File: config.mk
export PLATFORM = sky130hd
export DESIGN_NAME = param_frame_tx
export DESIGN_NICKNAME = d
export VERILOG_FILES = /design/src/rtl/param_frame_tx.sv
export SDC_FILE = /design/constraint.sdc
export NUM_CORES = 1
export LEC_CHECK = 0
export CAP_MARGIN = 20
export CORE_MARGIN = 2
export CORE_UTILIZATION = 50
export CTS_BUF_LIST = sky130_fd_sc_hd__clkbuf_4 sky130_fd_sc_hd__clkbuf_8 sky130_fd_sc_hd__clkbuf_16
export DETAILED_ROUTE_END_ITERATION = 10
export GPL_TIMING_DRIVEN = 0
export MAX_ROUTING_LAYER = met4
export PLACE_DENSITY = 0.78
export SYNTH_ARGS = -nofsm -noshare
export SYNTH_HDL_FRONTEND = slang
export SYNTH_SLANG_ARGS = --single-unit
File: constraint.sdc
create_clock -name clk -period 2.29 [get_ports clk]
set_input_delay 0.458 -clock clk [delete_from_list [all_inputs] [get_ports clk]]
set_output_delay 0.458 -clock clk [all_outputs]
set_load 0.02 [all_outputs]
File: src/rtl/param_frame_tx.sv
// ---------------------------------------------------------------------------
// param_frame_tx
//
// Purpose : serialises an acceptance-filter parameter set (11-bit mask,
//           11-bit code, 2-bit SJW) into a parameter frame for the parameter
//           register block. A frame is a one-cycle param_id strobe followed by
//           three byte beats (four with parity). After the frame, GAP_CYCLES
//           idle cycles pass before ready reasserts.
//
// Build option : define PARAM_TX_PARITY_EN to add a fourth beat carrying the
//                XOR of the three data beats. done then moves to that beat.
//
// Parameters:
//   GAP_CYCLES   idle cycles after each frame, 0..15 (default 2)
//
// Ports:
//   clk          in   clock, rising edge
//   reset        in   asynchronous, active-high reset
//   valid        in   host request; fields are sampled when valid & ready
//   mask_in      in   [10:0] acceptance mask
//   code_in      in   [10:0] acceptance code
//   sjw_in       in   [1:0]  sync jump width
//   ready        out  high only while IDLE
//   param_id     out  frame-start strobe, one cycle per frame
//   data         out  [7:0] byte beat, 8'h00 outside beat cycles
//   data_valid   out  high on byte-beat cycles
//   done         out  one-cycle pulse on the final beat
//
// All outputs are registered. They are decoded from the next state, so each
// output tracks the state it belongs to without a cycle of lag.
// ---------------------------------------------------------------------------
module param_frame_tx #(
    parameter int unsigned GAP_CYCLES = 2
) (
    input  logic        clk,
    input  logic        reset,
    input  logic        valid,
    input  logic [10:0] mask_in,
    input  logic [10:0] code_in,
    input  logic [1:0]  sjw_in,
    output logic        ready,
    output logic        param_id,
    output logic [7:0]  data,
    output logic        data_valid,
    output logic        done
);

    localparam int unsigned MASK_W = 11;
    localparam int unsigned CODE_W = 11;
    localparam int unsigned SJW_W  = 2;
    localparam int unsigned BYTE_W = 8;
    localparam int unsigned CNT_W  = 4;

    // Counter load value. GAP_CYCLES == 0 never enters GAP, so the load value
    // is unused in that case.
    localparam logic [CNT_W-1:0] GAP_LOAD =
        CNT_W'((GAP_CYCLES > 32'd0) ? (GAP_CYCLES - 32'd1) : 32'd0);
    localparam bit HAS_GAP = (GAP_CYCLES != 32'd0);

    typedef enum logic [2:0] {
        S_IDLE = 3'd0,
        S_ID   = 3'd1,
        S_B0   = 3'd2,
        S_B1   = 3'd3,
        S_B2   = 3'd4,
`ifdef PARAM_TX_PARITY_EN
        S_PAR  = 3'd5,
`endif
        S_GAP  = 3'd6
    } state_t;

    state_t              r_state;
    state_t              w_state_nxt;
    logic [CNT_W-1:0]    r_gap_cnt;
    logic [CNT_W-1:0]    w_gap_cnt_nxt;
    logic                w_capture;

    logic [MASK_W-1:0]   r_mask;
    logic [CODE_W-1:0]   r_code;
    logic [SJW_W-1:0]    r_sjw;

    logic                r_ready;
    logic                r_param_id;
    logic [BYTE_W-1:0]   r_data;
    logic                r_data_valid;
    logic                r_done;

    logic                w_ready_nxt;
    logic                w_param_id_nxt;
    logic [BYTE_W-1:0]   w_data_nxt;
    logic                w_data_valid_nxt;
    logic                w_done_nxt;

    logic [BYTE_W-1:0]   w_byte0;
    logic [BYTE_W-1:0]   w_byte1;
    logic [BYTE_W-1:0]   w_byte2;
`ifdef PARAM_TX_PARITY_EN
    logic [BYTE_W-1:0]   w_byte_par;
`endif

    // Beat payloads, built from the captured shadow copy of the fields.
    assign w_byte0 = r_mask[7:0];
    assign w_byte1 = {r_code[4:0], r_mask[10:8]};
    assign w_byte2 = {r_sjw, r_code[10:5]};
`ifdef PARAM_TX_PARITY_EN
    assign w_byte_par = w_byte0 ^ w_byte1 ^ w_byte2;
`endif

    // State, gap counter and shadow registers.
    always_ff @(posedge clk or posedge reset) begin
        if (reset) begin
            r_state   <= S_IDLE;
            r_gap_cnt <= '0;
            r_mask    <= '0;
            r_code    <= '0;
            r_sjw     <= '0;
        end else begin
            r_state   <= w_state_nxt;
            r_gap_cnt <= w_gap_cnt_nxt;
            if (w_capture) begin
                r_mask <= mask_in;
                r_code <= code_in;
                r_sjw  <= sjw_in;
            end
        end
    end

    // Registered outputs, loaded from the next-state decode.
    always_ff @(posedge clk or posedge reset) begin
        if (reset) begin
            r_ready      <= 1'b1;
            r_param_id   <= 1'b0;
            r_data       <= '0;
            r_data_valid <= 1'b0;
            r_done       <= 1'b0;
        end else begin
            r_ready      <= w_ready_nxt;
            r_param_id   <= w_param_id_nxt;
            r_data       <= w_data_nxt;
            r_data_valid <= w_data_valid_nxt;
            r_done       <= w_done_nxt;
        end
    end

    // Next-state logic and next-state output decode.
    always_comb begin
        w_state_nxt      = r_state;
        w_gap_cnt_nxt    = r_gap_cnt;
        w_capture        = 1'b0;
        w_ready_nxt      = 1'b0;
        w_param_id_nxt   = 1'b0;
        w_data_nxt       = '0;
        w_data_valid_nxt = 1'b0;
        w_done_nxt       = 1'b0;

        case (r_state)
            S_IDLE: begin
                if (valid) begin
                    w_capture   = 1'b1;
                    w_state_nxt = S_ID;
                end
            end
            S_ID: w_state_nxt = S_B0;
            S_B0: w_state_nxt = S_B1;
            S_B1: w_state_nxt = S_B2;
`ifdef PARAM_TX_PARITY_EN
            S_B2: w_state_nxt = S_PAR;
            S_PAR: begin
                if (HAS_GAP) begin
                    w_state_nxt   = S_GAP;
                    w_gap_cnt_nxt = GAP_LOAD;
                end else begin
                    w_state_nxt = S_IDLE;
                end
            end
`else
            S_B2: begin
                if (HAS_GAP) begin
                    w_state_nxt   = S_GAP;
                    w_gap_cnt_nxt = GAP_LOAD;
                end else begin
                    w_state_nxt = S_IDLE;
                end
            end
`endif
            S_GAP: begin
                if (r_gap_cnt == '0) begin
                    w_state_nxt = S_IDLE;
                end else begin
                    w_gap_cnt_nxt = r_gap_cnt - CNT_W'(1);
                end
            end
            default: w_state_nxt = S_IDLE;
        endcase

        // Outputs belong to the state being entered. Entering B0 always comes
        // from ID, so the shadow registers already hold the captured fields.
        case (w_state_nxt)
            S_IDLE: w_ready_nxt = 1'b1;
            S_ID:   w_param_id_nxt = 1'b1;
            S_B0: begin
                w_data_nxt       = w_byte0;
                w_data_valid_nxt = 1'b1;
            end
            S_B1: begin
                w_data_nxt       = w_byte1;
                w_data_valid_nxt = 1'b1;
            end
`ifdef PARAM_TX_PARITY_EN
            S_B2: begin
                w_data_nxt       = w_byte2;
                w_data_valid_nxt = 1'b1;
            end
            S_PAR: begin
                w_data_nxt       = w_byte_par;
                w_data_valid_nxt = 1'b1;
                w_done_nxt       = 1'b1;
            end
`else
            S_B2: begin
                w_data_nxt       = w_byte2;
                w_data_valid_nxt = 1'b1;
                w_done_nxt       = 1'b1;
            end
`endif
            default: ;
        endcase
    end

    assign ready      = r_ready;
    assign param_id   = r_param_id;
    assign data       = r_data;
    assign data_valid = r_data_valid;
    assign done       = r_done;

endmodule
==> results by group <==
Worst setup path
  – WP data arrival: 2110 ps
  – Required @ worst endpoint: 2470 ps
  – Critical path class: in2reg
  – Reg2Reg Setup Slack: about 470 ps
  – Crit. End Element: flop
  – Startpoint Class: primary input
  – Critical-path maximum fanout: 10
  – FF-to-FF Start: r_state[1]
  – Worst reg2reg path depth: 4
  – R2r endpoint: r_mask[2]

Synth
  – Synth top area share: 55.45%
  – Synth area leaders: dfrtp_1, mux2_4, mux2_2
  – Post-synth EDFFs: 0
  – Synth area leader: dfrtp_1
  – Synth Net Count: 165
  – Post-synth top flop: dfrtp_1
  – Post-synth ARST share: 100.0%
  – Netlist cell types: 27
  – Post-synthesis cell area: roughly 0.0019 sq mm
  – Seq/Total Area, Yosys: 56.83%
  – #FFs+latches synth: between 40 and 50
  – Avg Inst Size Synth: between 10 and 15 sq um
  – Ys Warns: 0
  – Syn Inst Count: 136

Worst hold path
  – Worst Hold Path Cells: 1
  – Hold_sp: r_mask[5]
  – Hold Path Class: reg2reg
  – Hold Path End: r_mask[5]

Clock network
  – Root Driver: clkbuf_8
  – Longest Clk Path Bufs: 2
  – Setup bufs post-CTS: 0
  – Num CTS Buffers: 5
  – CTS tree: built
  – CTS resizes: 0
  – Clk sinks: 43
  – Hold Buf Count CTS: 0
  – Clock Pin Slew Worst Setup and Hold Paths: 70 ps
  – Clock Latency Late Sink: a little under 300 ps
  – H-tree level count: 2

Detailed routing
  – Routed vias/inst: between 5 and 6
  – Post-DRT Antenna Nets: 0
  – Post-Route WL: about 3.5 mm
  – Routed vias: ~1,200
  – DRC Markers: 0
  – Initial DRT Pass Iterations: 4
  – 1st-iter DRT viols: 45
  – Routed WL per cell: ~15 microns

Timing
  – Layout Skew: just over 7 ps
  – Part of the cycle the worst path needs: between 80% and 90%
  – Max frequency: ~0.52 GHz
  – Slew HR: 42.76%
  – Total negative slack: 0 ps
  – Final-report setup violation count: 0
  – Count of final hold-check violations: 0
  – Fin crit period: 1932 ps
  – Slew @ Worst Pin: 857.4 ps
  – Final WS setup: ~360 ps
  – RSZ-0062 raised after global routing: no
  – Slew Limit Fails: 0

Finish
  – Area Growth Syn to Fin: 27.92%
  – Post-layout nets: 210
  – # diodes: 0
  – Share of cells above drive strength 1: 28.02%

Job
  – Number of max-cap violations: 0

Floorplan
  – IO Pins: 39
  – Total die area: roughly 0.0043 sq mm
  – DIE HEIGHT: 65.57 microns
  – Core Area: 0.003661 sq mm
  – Placement Rows: 22
  – Initial Util: 51.78%
  – Die width: around 66 microns

Run status
  – Outcome: finished clean

Global route
  – Met3 usage: roughly 4.8%
  – Total GRT Usage: between 10% and 20%
  – GRT overflow: 0
  – Pin count of the biggest net entering global routing: 44
  – Vias in the first global route: around 1,300
  – M1 GR Usage: between 20% and 30%
  – Met2 global-route usage: between 30% and 40%
  – First-pass GRT wire length: 5.796 mm
  – GRT Max-Usage Layer: met2
  – Initial antenna violation count: 0

Power and ir drop
  – LEAKAGE: 0.001068 uW
  – PwrDens: 1337 mW/mm^2
  – Peak supply drop: between 0.6 and 0.7 mV

Place
  – GPL Wtd Cong: ~0.74
  – Hpwl dp: approximately 2.5 mm
  – Pre-CTS worst setup slack: 28.06 ps
  – # port buffers: 38
-- critical path, stage by stage --
cell	delay (ps)
clkdlybuf4s50_1	520
nor4b_4	540
buf_6	270
mux2_4	320
-- power by group --
part | leakage, uW | switching [uW] | internal, uW
registers | 0.000525 | 167 | 1120
clock network | 0.0000491 | 235 | 237
logic | 0.000494 | 651 | 837
-- routing by layer --
| layer | vias up | routed length [microns] |
|---|---|---|
| li1 | 561 | - |
| met5 | - | 0 |
| met2 | 25 | 1850 |
| met4 | 0 | 45 |
| met1 | 597 | 1475 |
| met3 | 3 | 139 |
-- kinds of logic (layout without fill, tap and decap cells) --
family,after synthesis,after routing,synth area share (%)
adders and majority gates,2,2,1.320
buffers and inverters,13,59,4.290
and+or+nand+nor,27,27,8.118
DFF,43,43,56.83
xor gates and xnor gates,1,1,0.4621
AOI/OAI and AO/OA,18,18,6.205
muxes,32,32,22.77
-- state kept, by name, indices dropped and copies added, names as in the netlist --
name        flops
r_code         11
r_state         3
param_id        1
r_mask         11
ready           1
r_gap_cnt       4
data_valid      1
done            1
r_sjw           2
data            8
-- through the flow --
stage                     cells  total power (uW)  hold slack, ps  utilization [%]  instance area [sq um]
after floorplan             136              2356           476.2                -                   1896
after global placement      222              2718           491.6            63.81                   2336
after detailed placement    222              2792           493.7            63.81                   2336
after CTS                   230              3272           513.9            66.23                   2425
after global routing        230              3453           524.6            66.23                   2425
final                       230              3242           507.1            66.23                   2425
-- cell usage in the layout, fill, tap and decap left out, types with 3 or more instances in the layout --
cell	Yosys	layout
buf_6	4	4
a22oi_1	8	8
mux2_2	13	13
o21ai_0	6	6
mux2_4	19	19
clkdlybuf4s50_1	0	38
clkbuf_8	0	5
nor3_1	3	3
dfrtp_1	42	42
nor2_1	12	12
inv_1	4	3
nand2_1	3	3
-- final cells by class --
class	instances	area [sq um]
clock buffers	7	83.83
clock inverters	1	5.005
multi-input cells	80	737.0
repair buffers	38	380.4
well taps	48	60.06
fillers	297	1236
inverters	4	15.01
plain buffers	9	66.31
flip-flops and latches	43	1077
-- worst max-delay path by stage --
stage                          start         end  cells after the start
after floorplan           r_state[0]  r_code[10]                      4
after global placement         reset   r_mask[8]                      2
after detailed placement       valid   r_mask[2]                      4
after CTS                      valid   r_mask[2]                      4
after global routing           valid   r_code[8]                      4
final                          valid   r_mask[2]                      4
-- cell usage after synthesis (2+ instances only) --
master / instances
buf_2: 2
o21ai_0: 6
buf_6: 4
or4_1: 2
nor2_1: 12
nand2b_1: 2
mux2_4: 19
a22oi_1: 8
nor3_1: 3
ha_1: 2
dfrtp_1: 42
nand2_1: 3
inv_1: 4
mux2_2: 13
clkbuf_1: 2
Note: power is estimated with default switching activity, not from simulation.
